$ cat config.mk
export PLATFORM = sky130hd
export DESIGN_NAME = sprite_slot_scheduler_flat
export DESIGN_NICKNAME = d
export VERILOG_FILES = /design/src/rtl/sprite_slot_scheduler_if.sv /design/src/rtl/sprite_slot_scheduler.sv /design/src/flat_wrapper.sv
export SDC_FILE = /design/constraint.sdc
export NUM_CORES = 1
export LEC_CHECK = 0
export CORE_MARGIN = 2
export CORE_UTILIZATION = 48
export DETAILED_ROUTE_END_ITERATION = 7
export HOLD_SLACK_MARGIN = 0.06
export PLACE_DENSITY = 0.8
export SETUP_SLACK_MARGIN = 0.5
export SYNTH_ARGS = -nofsm -noshare
export SYNTH_HDL_FRONTEND = slang
export SYNTH_SLANG_ARGS = --single-unit
$ cat constraint.sdc
create_clock -name clk -period 3.1 [get_ports clk]
set_clock_uncertainty 0.05 [all_clocks]
set_input_delay 0.62 -clock clk [delete_from_list [all_inputs] [get_ports clk]]
set_output_delay 0.62 -clock clk [all_outputs]
set_load 0.005 [all_outputs]
$ cat src/rtl/sprite_slot_scheduler_if.sv
// rtl/sprite_slot_scheduler_if.sv - slot position write port between game logic and the scheduler
//
// Signals:
//   wr_valid  master->slave  slot update request
//   wr_ready  slave->master  update accepted when wr_valid & wr_ready
//   wr_slot   master->slave  target slot (slots beyond the configured count are ignored)
//   wr_x      master->slave  sprite x offset in pixels
//   wr_y      master->slave  sprite y offset in pixels
//   wr_en     master->slave  slot visible
interface sprite_slot_scheduler_if;
   logic       wr_valid;
   logic       wr_ready;
   logic [2:0] wr_slot;
   logic [6:0] wr_x;
   logic [6:0] wr_y;
   logic       wr_en;

   modport master (
      output wr_valid,
      output wr_slot,
      output wr_x,
      output wr_y,
      output wr_en,
      input  wr_ready
   );

   modport slave (
      input  wr_valid,
      input  wr_slot,
      input  wr_x,
      input  wr_y,
      input  wr_en,
      output wr_ready
   );
endinterface

$ cat src/rtl/sprite_slot_scheduler.sv
// rtl/sprite_slot_scheduler.sv - time-multiplexes one sprite ROM across prioritised sprite slots
//
// For every new OLED pixel_index the slots are scanned in priority order (slot 0 on top) through a
// shared 1-cycle-latency sprite ROM; the first enabled, non-transparent colour becomes oled_data,
// otherwise BG_COLOUR. Slot writes land in shadow registers and are copied to the active set only
// when pixel_index wraps to 0, so a frame never shows a half-moved sprite.
//
// Optional feature macro: SPRITE_SCHED_OVERRUN_CNT_EN (saturating count of aborted scans).
//
// Ports:
//   clk              system clock
//   rst_n            synchronous active-low reset
//   pixel_index      current OLED pixel from the display driver
//   wr               slot write port (slave modport of sprite_slot_scheduler_if)
//   rom_x, rom_y     offset driven to the shared sprite ROM
//   rom_pixel_index  pixel index driven to the shared sprite ROM
//   rom_data         ROM colour, valid one cycle after the ROM address
//   oled_data        composited pixel colour
//   overrun_count    scans aborted by a pixel_index change
module sprite_slot_scheduler #(
   parameter int          NUM_SPRITES  = 4,
   parameter logic [15:0] TRANSPARENT  = 16'hFDDB,
   parameter logic [15:0] BG_COLOUR    = 16'hFDDB,
   parameter int          FRAME_PIXELS = 6144
) (
   input  logic                    clk,
   input  logic                    rst_n,
   input  logic [12:0]             pixel_index,
   sprite_slot_scheduler_if.slave  wr,
   output logic [6:0]              rom_x,
   output logic [6:0]              rom_y,
   output logic [12:0]             rom_pixel_index,
   input  logic [15:0]             rom_data,
   output logic [15:0]             oled_data,
   output logic [7:0]              overrun_count
);

   if (NUM_SPRITES < 1 || NUM_SPRITES > 8 || FRAME_PIXELS < 1 || FRAME_PIXELS > 8192) begin : g_param_check
      $error("sprite_slot_scheduler: NUM_SPRITES must be 1..8 and FRAME_PIXELS 1..8192");
   end

   localparam logic [3:0] LP_NUM = 4'(NUM_SPRITES);

   typedef enum logic [1:0] {
      S_IDLE = 2'd0,
      S_SCAN = 2'd1,
      S_DONE = 2'd2
   } state_t;

   // Arrays are always 8 deep so a 3-bit slot index addresses them exactly; entries at or above
   // NUM_SPRITES are never written and stay at their reset value.
   logic [6:0]  r_sh_x  [0:7];
   logic [6:0]  r_sh_y  [0:7];
   logic        r_sh_en [0:7];
   logic [6:0]  r_act_x [0:7];
   logic [6:0]  r_act_y [0:7];
   logic        r_act_en[0:7];

   state_t      r_state;
   state_t      w_state_nxt;
   logic [3:0]  r_k;          // scan cycle: slot r_k on the ROM bus, slot r_k-1 being evaluated
   logic [3:0]  w_k_nxt;
   logic [12:0] r_pix_prev;
   logic [12:0] r_pix_cur;
   logic [15:0] r_result;
   logic [15:0] w_result_nxt;
   logic [15:0] r_oled;
   logic [6:0]  r_rom_x;
   logic [6:0]  r_rom_y;
   logic        r_ready;

   logic        w_pix_chg;
   logic        w_commit;
   logic        w_wr_fire;
   logic        w_start;
   logic        w_abort;
   logic        w_res_ld;
   logic        w_oled_ld;
   logic        w_issue;
   logic [2:0]  w_issue_idx;
   logic [2:0]  w_eval_idx;
   logic        w_hit;

   assign w_pix_chg = (pixel_index != r_pix_prev);
   assign w_commit  = (r_pix_prev != 13'd0) && (pixel_index == 13'd0);
   // Ready drops combinationally in the commit cycle so a write can never race the shadow copy.
   assign wr.wr_ready = r_ready && !w_commit;
   assign w_wr_fire   = wr.wr_valid && wr.wr_ready;

   assign w_eval_idx = 3'(r_k - 4'd1);
   assign w_hit      = r_act_en[w_eval_idx] && (rom_data != TRANSPARENT);

   always_comb begin
      w_state_nxt  = r_state;
      w_k_nxt      = r_k;
      w_result_nxt = r_result;
      w_start      = 1'b0;
      w_abort      = 1'b0;
      w_res_ld     = 1'b0;
      w_oled_ld    = 1'b0;
      w_issue      = 1'b0;
      w_issue_idx  = 3'd0;
      case (r_state)
         S_IDLE: begin
            if (w_pix_chg) begin
               w_start = 1'b1;
            end
         end
         S_SCAN: begin
            if (w_pix_chg) begin
               w_start = 1'b1;
               w_abort = 1'b1;
            end else if (r_k != 4'd0 && w_hit) begin
               w_res_ld     = 1'b1;
               w_result_nxt = rom_data;
               w_state_nxt  = S_DONE;
            end else if (r_k == LP_NUM) begin
               w_res_ld     = 1'b1;
               w_result_nxt = BG_COLOUR;
               w_state_nxt  = S_DONE;
            end else begin
               w_k_nxt = r_k + 4'd1;
               if (r_k + 4'd1 < LP_NUM) begin
                  w_issue     = 1'b1;
                  w_issue_idx = 3'(r_k + 4'd1);
               end
            end
         end
         S_DONE: begin
            if (w_pix_chg) begin
               w_start = 1'b1;
               w_abort = 1'b1;
            end else begin
               w_oled_ld   = 1'b1;
               w_state_nxt = S_IDLE;
            end
         end
         default: begin
            w_state_nxt = S_IDLE;
         end
      endcase
      // A new pixel (from idle or as an abort) always restarts the scan at slot 0.
      if (w_start) begin
         w_state_nxt = S_SCAN;
         w_k_nxt     = 4'd0;
         w_issue     = 1'b1;
         w_issue_idx = 3'd0;
      end
   end

   always_ff @(posedge clk) begin
      if (!rst_n) begin
         r_state    <= S_IDLE;
         r_k        <= 4'd0;
         r_pix_prev <= 13'd0;
         r_pix_cur  <= 13'd0;
         r_result   <= 16'd0;
         r_oled     <= 16'd0;
         r_rom_x    <= 7'd0;
         r_rom_y    <= 7'd0;
         r_ready    <= 1'b0;
         for (int i = 0; i < 8; i++) begin
            r_sh_x[i]   <= 7'd0;
            r_sh_y[i]   <= 7'd0;
            r_sh_en[i]  <= 1'b0;
            r_act_x[i]  <= 7'd0;
            r_act_y[i]  <= 7'd0;
            r_act_en[i] <= 1'b0;
         end
      end else begin
         r_ready <= 1'b1;
         r_state <= w_state_nxt;
         r_k     <= w_k_nxt;
         if (w_start) begin
            r_pix_prev <= pixel_index;
            r_pix_cur  <= pixel_index;
         end
         if (w_issue) begin
            // On the commit edge the active set is being loaded, so slot 0 comes from shadow.
            r_rom_x <= w_commit ? r_sh_x[w_issue_idx] : r_act_x[w_issue_idx];
            r_rom_y <= w_commit ? r_sh_y[w_issue_idx] : r_act_y[w_issue_idx];
         end
         if (w_res_ld) begin
            r_result <= w_result_nxt;
         end
         if (w_oled_ld) begin
            r_oled <= r_result;
         end
         if (w_wr_fire && (int'(wr.wr_slot) < NUM_SPRITES)) begin
            r_sh_x[wr.wr_slot]  <= wr.wr_x;
            r_sh_y[wr.wr_slot]  <= wr.wr_y;
            r_sh_en[wr.wr_slot] <= wr.wr_en;
         end
         if (w_commit) begin
            for (int i = 0; i < 8; i++) begin
               r_act_x[i]  <= r_sh_x[i];
               r_act_y[i]  <= r_sh_y[i];
               r_act_en[i] <= r_sh_en[i];
            end
         end
      end
   end

`ifdef SPRITE_SCHED_OVERRUN_CNT_EN
   logic [7:0] r_overrun;

   always_ff @(posedge clk) begin
      if (!rst_n) begin
         r_overrun <= 8'd0;
      end else if (w_abort && r_overrun != 8'hFF) begin
         r_overrun <= r_overrun + 8'd1;
      end
   end

   assign overrun_count = r_overrun;
`else
   assign overrun_count = 8'd0;
`endif

   assign rom_x           = r_rom_x;
   assign rom_y           = r_rom_y;
   assign rom_pixel_index = r_pix_cur;
   assign oled_data       = r_oled;

endmodule
$ cat src/flat_wrapper.sv
// flat-port wrapper written by rule: the top's interface ports become plain ports
module sprite_slot_scheduler_flat 
#(
   parameter int          NUM_SPRITES  = 4,
   parameter logic [15:0] TRANSPARENT  = 16'hFDDB,
   parameter logic [15:0] BG_COLOUR    = 16'hFDDB,
   parameter int          FRAME_PIXELS = 6144
)
  (clk, rst_n, pixel_index, rom_x, rom_y, rom_pixel_index, rom_data, oled_data, overrun_count, wr_wr_valid, wr_wr_slot, wr_wr_x, wr_wr_y, wr_wr_en, wr_wr_ready);
  sprite_slot_scheduler_if wr_i ();
  input  logic clk;
  input  logic rst_n;
  input  logic [12:0] pixel_index;
  output logic [6:0] rom_x;
  output logic [6:0] rom_y;
  output logic [12:0] rom_pixel_index;
  input  logic [15:0] rom_data;
  output logic [15:0] oled_data;
  output logic [7:0] overrun_count;
  input wire logic [$bits(wr_i.wr_valid)-1:0] wr_wr_valid;
  input wire logic [$bits(wr_i.wr_slot)-1:0] wr_wr_slot;
  input wire logic [$bits(wr_i.wr_x)-1:0] wr_wr_x;
  input wire logic [$bits(wr_i.wr_y)-1:0] wr_wr_y;
  input wire logic [$bits(wr_i.wr_en)-1:0] wr_wr_en;
  output wire logic [$bits(wr_i.wr_ready)-1:0] wr_wr_ready;
  assign wr_i.wr_valid = wr_wr_valid;
  assign wr_i.wr_slot = wr_wr_slot;
  assign wr_i.wr_x = wr_wr_x;
  assign wr_i.wr_y = wr_wr_y;
  assign wr_i.wr_en = wr_wr_en;
  assign wr_wr_ready = wr_i.wr_ready;
  sprite_slot_scheduler #(.NUM_SPRITES(NUM_SPRITES), .TRANSPARENT(TRANSPARENT), .BG_COLOUR(BG_COLOUR), .FRAME_PIXELS(FRAME_PIXELS)) u_core (.clk(clk), .rst_n(rst_n), .pixel_index(pixel_index), .wr(wr_i), .rom_x(rom_x), .rom_y(rom_y), .rom_pixel_index(rom_pixel_index), .rom_data(rom_data), .oled_data(oled_data), .overrun_count(overrun_count));
endmodule
* After elaboration in Yosys (flattened, before gate mapping)
Memory sizes are Yosys's and may differ from the RTL's. Index checks and enable logic that the tools add are counted.
Storage, ports and cells: memories 6, bits in registers 66, bits in writable memories 240, output and inout port bits 52, logic and storage cells 152, input port bits 50
Memory list:
- u_core.r_act_x | depth 8, width 7, rd ports 1, clocked after memory_dff 0, write ports 8, line sprite_slot_scheduler.sv:55 | logic [6:0] r_act_x [0:7];
- u_core.r_act_y | depth 8, width 7, rd ports 1, clocked after memory_dff 0, write ports 8, line sprite_slot_scheduler.sv:56 | logic [6:0] r_act_y [0:7];
- u_core.r_sh_x | depth 8, width 7, rd ports 9, clocked after memory_dff 0, write ports 8, line sprite_slot_scheduler.sv:52 | logic [6:0] r_sh_x [0:7];
- u_core.r_sh_y | depth 8, width 7, rd ports 9, clocked after memory_dff 0, write ports 8, line sprite_slot_scheduler.sv:53 | logic [6:0] r_sh_y [0:7];
- u_core.r_act_en | depth 8, width 1, rd ports 1, clocked after memory_dff 0, write ports 8, line sprite_slot_scheduler.sv:57 | logic r_act_en[0:7];
- u_core.r_sh_en | depth 8, width 1, rd ports 8, clocked after memory_dff 0, write ports 8, line sprite_slot_scheduler.sv:54 | logic r_sh_en [0:7];
Operators by class: add/sub/neg operators 2, eq/ne operators 12, magnitude comparators 2, mux-type cells 71, bitwise operators 29, reduce and logical (&&, ||, !) cells 21
Operator list (count):
- $mux W7 | 20
- $mux W1 | 35
- $mux W16 | 2
- $mux W3 | 9
- $or A1 B1 Y1 | 24
- $ne A16 B16 Y1 const B | 1
- $reduce_and A4 Y1 | 4
- $reduce_or A7 Y1 | 2
- $logic_not A13 Y1 | 1
- $ne A13 B13 Y1 | 1
- $reduce_bool A13 Y1 | 1
- $mux W2 | 4
- $logic_and A1 B1 Y1 | 6
- $ne A3 B3 Y1 const B | 2
- $pmux W2 S3 | 1
- $not A1 Y1 | 5
- $add A4 B1 Y4 const B | 1
- $eq A4 B3 Y1 const B | 1
- $lt A4 B3 Y1 const B | 1
- $ne A2 B2 Y1 const B | 2
- $ne A4 B1 Y1 const B | 1
- $reduce_bool A4 Y1 | 1
- $lt A3 B3 Y1 const B | 1
- $ne A3 B1 Y1 const B | 1
- other kinds (10) | 10

* Logic depth before layout (Yosys ltp)
word-level depth 11, gate-level depth with buffers 13, mapped depth without buffers 9

* Worst setup path after synthesis
No wires, ideal clock.
kind input-to-reg, start input pixel_index[0], end memory u_core.r_act_en[5] (enable), setup slack -142 ps, stages 6, setup time 418 ps, data required time 2632 ps, buffers on the path 2, arrival time 2774 ps, cells stage by stage nor4_1 nand4_1 nand2b_1 clkbuf_1 clkbuf_1 nand2_1
RTL lines:
- from (decl) | line flat_wrapper.sv:13 | input logic [12:0] pixel_index;
- to (decl) | line sprite_slot_scheduler.sv:57

* Worst setup path in the final report
start register u_core.r_k[0], end register u_core.r_rom_x[5] (netlist: u_core.rom_x[5])
On the way: cells in the longest elaborated chain, start to end 10, elaborated cells on any way between the ends 23, classes of those cells add/sub (2); order compare (1); eq/ne (1); mux (13); reduce/logical (3); memory (3)
Ends and longest elaborated chain:
- from (decl) | line sprite_slot_scheduler.sv:61 | logic [3:0] r_k;
- from (signal assigned) | line sprite_slot_scheduler.sv:173 | r_k <= w_k_nxt;
- $sub A3 B1 Y3 * | line sprite_slot_scheduler.sv:90 | assign w_eval_idx = 3'(r_k - 4'd1);
- named net u_core.w_eval_idx[0] | line sprite_slot_scheduler.sv:81 | logic [2:0] w_eval_idx;
- $mem_v2 Z8 W1 *
- $logic_and A1 B1 Y1 * | line sprite_slot_scheduler.sv:91 | assign w_hit = r_act_en[w_eval_idx] && (rom_data != TRANSPARENT);
- $logic_and A1 B1 Y1 * | line sprite_slot_scheduler.sv:113 | end else if (r_k != 4'd0 && w_hit) begin
- $mux W3 | line sprite_slot_scheduler.sv:113
- $mux W3 | line sprite_slot_scheduler.sv:110 | if (w_pix_chg) begin
- $mux W3 | line sprite_slot_scheduler.sv:103 | case (r_state)
- $mux W3 | line sprite_slot_scheduler.sv:143 | if (w_start) begin
- $mem_v2 Z8 W7 (on tied branches)
- $mux W7 | line sprite_slot_scheduler.sv:180 | r_rom_x <= w_commit ? r_sh_x[w_issue_idx] : r_act_x[w_issue_idx];
- to (signal assigned) | line sprite_slot_scheduler.sv:180
- to (decl) | line sprite_slot_scheduler.sv:68 | logic [6:0] r_rom_x;
The timed path passes the listed nets; every way through them passes the cells marked *. A chain may end at the register's enable or synchronous reset.

==> load_flow_metrics.sql <==
INSERT INTO impl_metrics (metric_group, metric, value, unit) VALUES
('logic_synthesis', 'synth_compound_area_share', '10.3', '%'),
('sta', 'max-slew-margin-rel', '63.0', '%'),
('floorplanning', 'rows', '47', ''),
('grt', 'grt_max_degree', '64', ''),
('floorplanning', 'die_extent_in_x', '135', 'um'),
('logic_synthesis', 'number_of_synthesized_flops_with_an_enable_pin', '115', ''),
('floorplanning', 'die_height', '135', 'um'),
('sta', 'period_minus_slack', '2.63', 'ns'),
('logic_synthesis', 'synth.distinct_cells', '55', ''),
('worst_setup_path', 'timing.setup.critical_path_class', 'reg2reg', ''),
('outcome', 'outcome', 'completed', ''),
('logic_synthesis', 'netlist_area', '8220', 'um^2'),
('worst_hold_path', 'min_from', 'u_core.r_sh_en[3]$_DFF_P_', ''),
('pwr', 'power.density_cell_area', '505', 'nW/um^2'),
('placement', 'port_buffers', '93', ''),
('routing', 'antenna_left', '0', ''),
('worst_setup_path', 'timing.critical_path.fanout_max', '8', ''),
('layout', 'synthToLayoutAreaGrowth', '30.5', '%'),
('cts', 'numClockSinks', '194', ''),
('placement', 'place_inst', '1024', ''),
('cts', 'clkLatencyLatePin', '0.43', 'ns'),
('layout', 'drive_above_1_share', '19.6', '%'),
('job', 'maxCapViolations', '0', ''),
('worst_hold_path', 'worst_min_delay_path_category', 'reg2reg', ''),
('cts', 'clock_buffers_created_by_tritoncts', '17', ''),
('grt', 'grt_first_pass_wirelength', '30600', 'um'),
('pwr', 'leakagePower', '4.30', 'nW'),
('logic_synthesis', 'yosys.area_share.adder', '0.457', '%'),
('logic_synthesis', 'postSynth.topFlopCell', 'sky130_fd_sc_hd__edfxtp_1', ''),
('worst_setup_path', 'wp_data_arrival', '2.88', 'ns'),
('worst_setup_path', 'worst_setup_path_start_kind', 'register', ''),
('routing', 'drcViolationCount', '0', ''),
('routing', 'routed_wire_length_per_instance', '18.3', 'um'),
('routing', 'drt-total-wl', '19700', 'um'),
('sta', 'finalHoldWorstSlack', '0.412', 'ns'),
('sta', 'fmax', '381', 'MHz'),
('grt', 'via_count_of_the_first_global_routing_pass', '5862', ''),
('sta', 'grt_setup_unrepaired', 'true', ''),
('worst_setup_path', 'setup.reg_to_reg.worst_slack', '0.47', 'ns'),
('layout', 'num_antenna_cells', '0', ''),
('sta', 'tightestPinTransition', '0.554', 'ns'),
('layout', 'final_core_utilization', '64.5', '%'),
('cts', 'tritoncts_clock_tree', 'done', ''),
('logic_synthesis', 'yosys.area_share.xor_xnor', '1.80', '%'),
('logic_synthesis', 'synth-warning-count', '0', ''),
('logic_synthesis', 'avgSynthCellArea', '11.4', 'um^2'),
('routing', 'detailedRoute.firstIterationViolations', '594', ''),
('worst_hold_path', 'timing.hold.worst_path_depth', '2', ''),
('logic_synthesis', 'synthCells', '719', ''),
('floorplanning', 'die-area', '18200', 'um^2'),
('routing', 'vias_after_detailed_routing', '5894', ''),
('routing', 'avgViaCountPerCell', '5.48', ''),
('sta', 'timing.final.setup_violations', '0', ''),
('cts', 'cts_max_level', '4', ''),
('layout', 'num-nets-final', '896', ''),
('floorplanning', 'coreArea', '16600', 'um^2'),
('cts', 'cts-root-to-sink-buffers', '2', ''),
('worst_setup_path', 'ff2ff_path_depth', '11', ''),
('floorplanning', 'io-pin-count', '102', ''),
('placement', 'place.detailed.hpwl', '11900', 'um'),
('layout', 'finalInstanceArea', '10700', 'um^2'),
('floorplanning', 'floorplan.initialDensity', '49.4', '%'),
('grt', 'initial_antenna_violation_count', '0', ''),
('layout', 'final_cells', '1076', ''),
('grt', 'grt_overflow_total', '0', ''),
('worst_setup_path', 'end_kind', 'register', ''),
('routing', 'drt-pass1-iter-count', '5', ''),
('cts', 'clkTransAtPathRegs', '0.07', 'ns'),
('logic_synthesis', 'synth_top_family_by_area', 'simple AND/OR/NAND/NOR gates', ''),
('logic_synthesis', 'synth-seq-cells', '194', ''),
('layout', 'num-fill-cells', '1135', '');
routing by layer:
metal / wire [um] / vias to the layer above / track usage (%)
met2: 9990 / 211 / 35.7
met5: 0 / - / 0
met1: 8360 / 2858 / 29.4
met4: 215 / 0 / 6.73
met3: 1180 / 20 / 3.87
li1: - / 2805 / -
state kept, by name, summed over array words and instances, names as in the netlist, 13 cells and up:
signal and cells:
u_core.r_sh_x 28, u_core.r_result 16, u_core.r_act_y 28, u_core.r_sh_y 28
u_core.r_act_x 28, u_core.oled_data 16, u_core.r_pix_prev 13
kinds of logic (layout without fill, tap and decap cells):
kind of cell / after synthesis / count (layout)
AO/OA/AOI/OAI: 113 / 113
XOR/XNOR: 16 / 16
adder cells (fa/ha/maj): 3 / 3
buffers and inverters: 71 / 201
flip-flops: 194 / 194
multiplexers: 19 / 19
other: 1 / 8
AND/OR/NAND/NOR: 302 / 302
repair_timing:
action / in CTS / in global routing
gates resized for setup: 53 / 57
setup endpoints to repair: 49 / 32
hold buffers: 0 / 0
setup buffers: 6 / 12
cloned: 0 / 2
endpoints found under the hold margin: 0 / 0
pin swaps: 16 / 32
power breakdown:
part	total, mW	internal [mW]	leakage [nW]	switching (mW)
clock network	2.31	1.37	0.302	0.942
logic	0.286	0.136	2.12	0.150
registers	2.82	2.78	1.88	0.0360
worst max path at each step:
stage | endpoint | start | cells after the start | slack, ns
6_report | u_core.rom_x[5]$_SDFFE_PN0P_ | u_core.r_k[0]$_SDFFE_PP0P_ | 11 | 0.47
5_1_grt | u_core.rom_x[2]$_SDFFE_PN0P_ | u_core.r_k[0]$_SDFFE_PP0P_ | 11 | 0.38
4_1_cts | wr_wr_ready | pixel_index[0] | 7 | 0.50
3_5_place_dp | u_core.rom_x[6]$_SDFFE_PN0P_ | pixel_index[9] | 9 | -0.22
3_3_place_gp | u_core.rom_x[5]$_SDFFE_PN0P_ | pixel_index[10] | 9 | -0.17
2_1_floorplan | u_core.rom_y[5]$_SDFFE_PN0P_ | pixel_index[11] | 7 | 0.52
through the flow:
step	TNS [ns]	worst slack [ns]	power, mW
after CTS	0	0.500	5.42
after global placement	-4.12	-0.174	3.14
final	0	0.475	5.42
after global routing	0	0.385	5.55
after detailed placement	-5.07	-0.221	3.15
after floorplan	0	0.517	2.97
critical path, cell delays in order (launching register included):
cell and delay (ns):
sky130_fd_sc_hd__dfxtp_2 0.36, sky130_fd_sc_hd__inv_4 0.06, sky130_fd_sc_hd__ha_4 0.17, sky130_fd_sc_hd__xor2_4 0.18, sky130_fd_sc_hd__a2111oi_4 0.35, sky130_fd_sc_hd__a311oi_4 0.06
sky130_fd_sc_hd__buf_6 0.15, sky130_fd_sc_hd__a2111o_1 0.55, sky130_fd_sc_hd__buf_6 0.20, sky130_fd_sc_hd__o22a_1 0.17, sky130_fd_sc_hd__o21ai_1 0.09, sky130_fd_sc_hd__o211ai_1 0.11
cells in the mapped netlist (all sizes together), types with 4 or more instances:
| cell | n | share of area, % |
|---|---|---|
| edfxtp | 115 | 42 |
| dfxtp | 79 | 19 |
| nand2 | 70 | 3.2 |
| and2 | 65 | 5.0 |
| and3 | 58 | 4.4 |
| nor2 | 56 | 2.6 |
| clkbuf | 38 | 1.7 |
| o21ai | 33 | 2.0 |
| buf | 23 | 1.9 |
| a21oi | 22 | 1.3 |
| mux2i | 19 | 2.3 |
| o22a | 15 | 1.6 |
| xnor2 | 15 | 1.6 |
| o211ai | 13 | 1.2 |
| o221ai | 13 | 2.1 |
| inv | 9 | 0.41 |
| nor4 | 9 | 0.99 |
| nand4 | 8 | 0.61 |
| nand2b | 7 | 0.53 |
| nand3 | 7 | 0.43 |
| nor3 | 7 | 0.49 |
| nor2b | 5 | 0.38 |
| o21a | 4 | 0.37 |
placed cells by master (no fill, tap or decap), types with 3 or more instances in the layout:
cell	Yosys	layout
sky130_fd_sc_hd__o221ai_2	10	11
sky130_fd_sc_hd__dfxtp_1	79	73
sky130_fd_sc_hd__dlygate4sd2_1	0	13
sky130_fd_sc_hd__clkdlybuf4s50_1	0	62
sky130_fd_sc_hd__clkbuf_2	0	8
sky130_fd_sc_hd__nand4_1	8	8
sky130_fd_sc_hd__buf_12	0	12
sky130_fd_sc_hd__nand2_4	0	3
sky130_fd_sc_hd__inv_1	9	7
sky130_fd_sc_hd__inv_6	0	3
sky130_fd_sc_hd__o22a_1	15	15
sky130_fd_sc_hd__buf_4	10	45
sky130_fd_sc_hd__nor4_2	4	8
sky130_fd_sc_hd__clkbuf_16	0	19
sky130_fd_sc_hd__o21ai_1	10	11
sky130_fd_sc_hd__a21oi_1	22	21
sky130_fd_sc_hd__dfxtp_2	0	4
sky130_fd_sc_hd__nor2_1	55	54
sky130_fd_sc_hd__conb_1	1	8
sky130_fd_sc_hd__mux2i_1	19	18
sky130_fd_sc_hd__nand4b_1	3	3
sky130_fd_sc_hd__bufinv_16	0	4
sky130_fd_sc_hd__and3_1	58	57
sky130_fd_sc_hd__o21ai_0	23	20
sky130_fd_sc_hd__dlymetal6s2s_1	0	4
sky130_fd_sc_hd__o211ai_1	13	13
sky130_fd_sc_hd__nand3_1	7	7
sky130_fd_sc_hd__nor3_1	6	4
sky130_fd_sc_hd__buf_6	3	6
sky130_fd_sc_hd__xnor2_2	0	5
sky130_fd_sc_hd__xnor2_1	15	10
sky130_fd_sc_hd__nand2b_1	7	6
sky130_fd_sc_hd__nand2_1	69	67
sky130_fd_sc_hd__edfxtp_1	115	115
sky130_fd_sc_hd__and2_1	64	64
sky130_fd_sc_hd__clkdlybuf4s15_1	0	5
sky130_fd_sc_hd__o21a_1	4	4
area by class of cell:
class	count	area (um^2)	share of cell area [%]
Clock buffer	19	443	4.13
Clock inverter	13	179	1.67
Inverter	10	40.0	0.373
Multi-Input combinational cell	461	3160	29.4
Sequential cell	194	5050	47.0
Tap cell	220	275	2.57
Timing Repair Buffer	159	1590	14.8
Power figures use the tool's default switching activity.
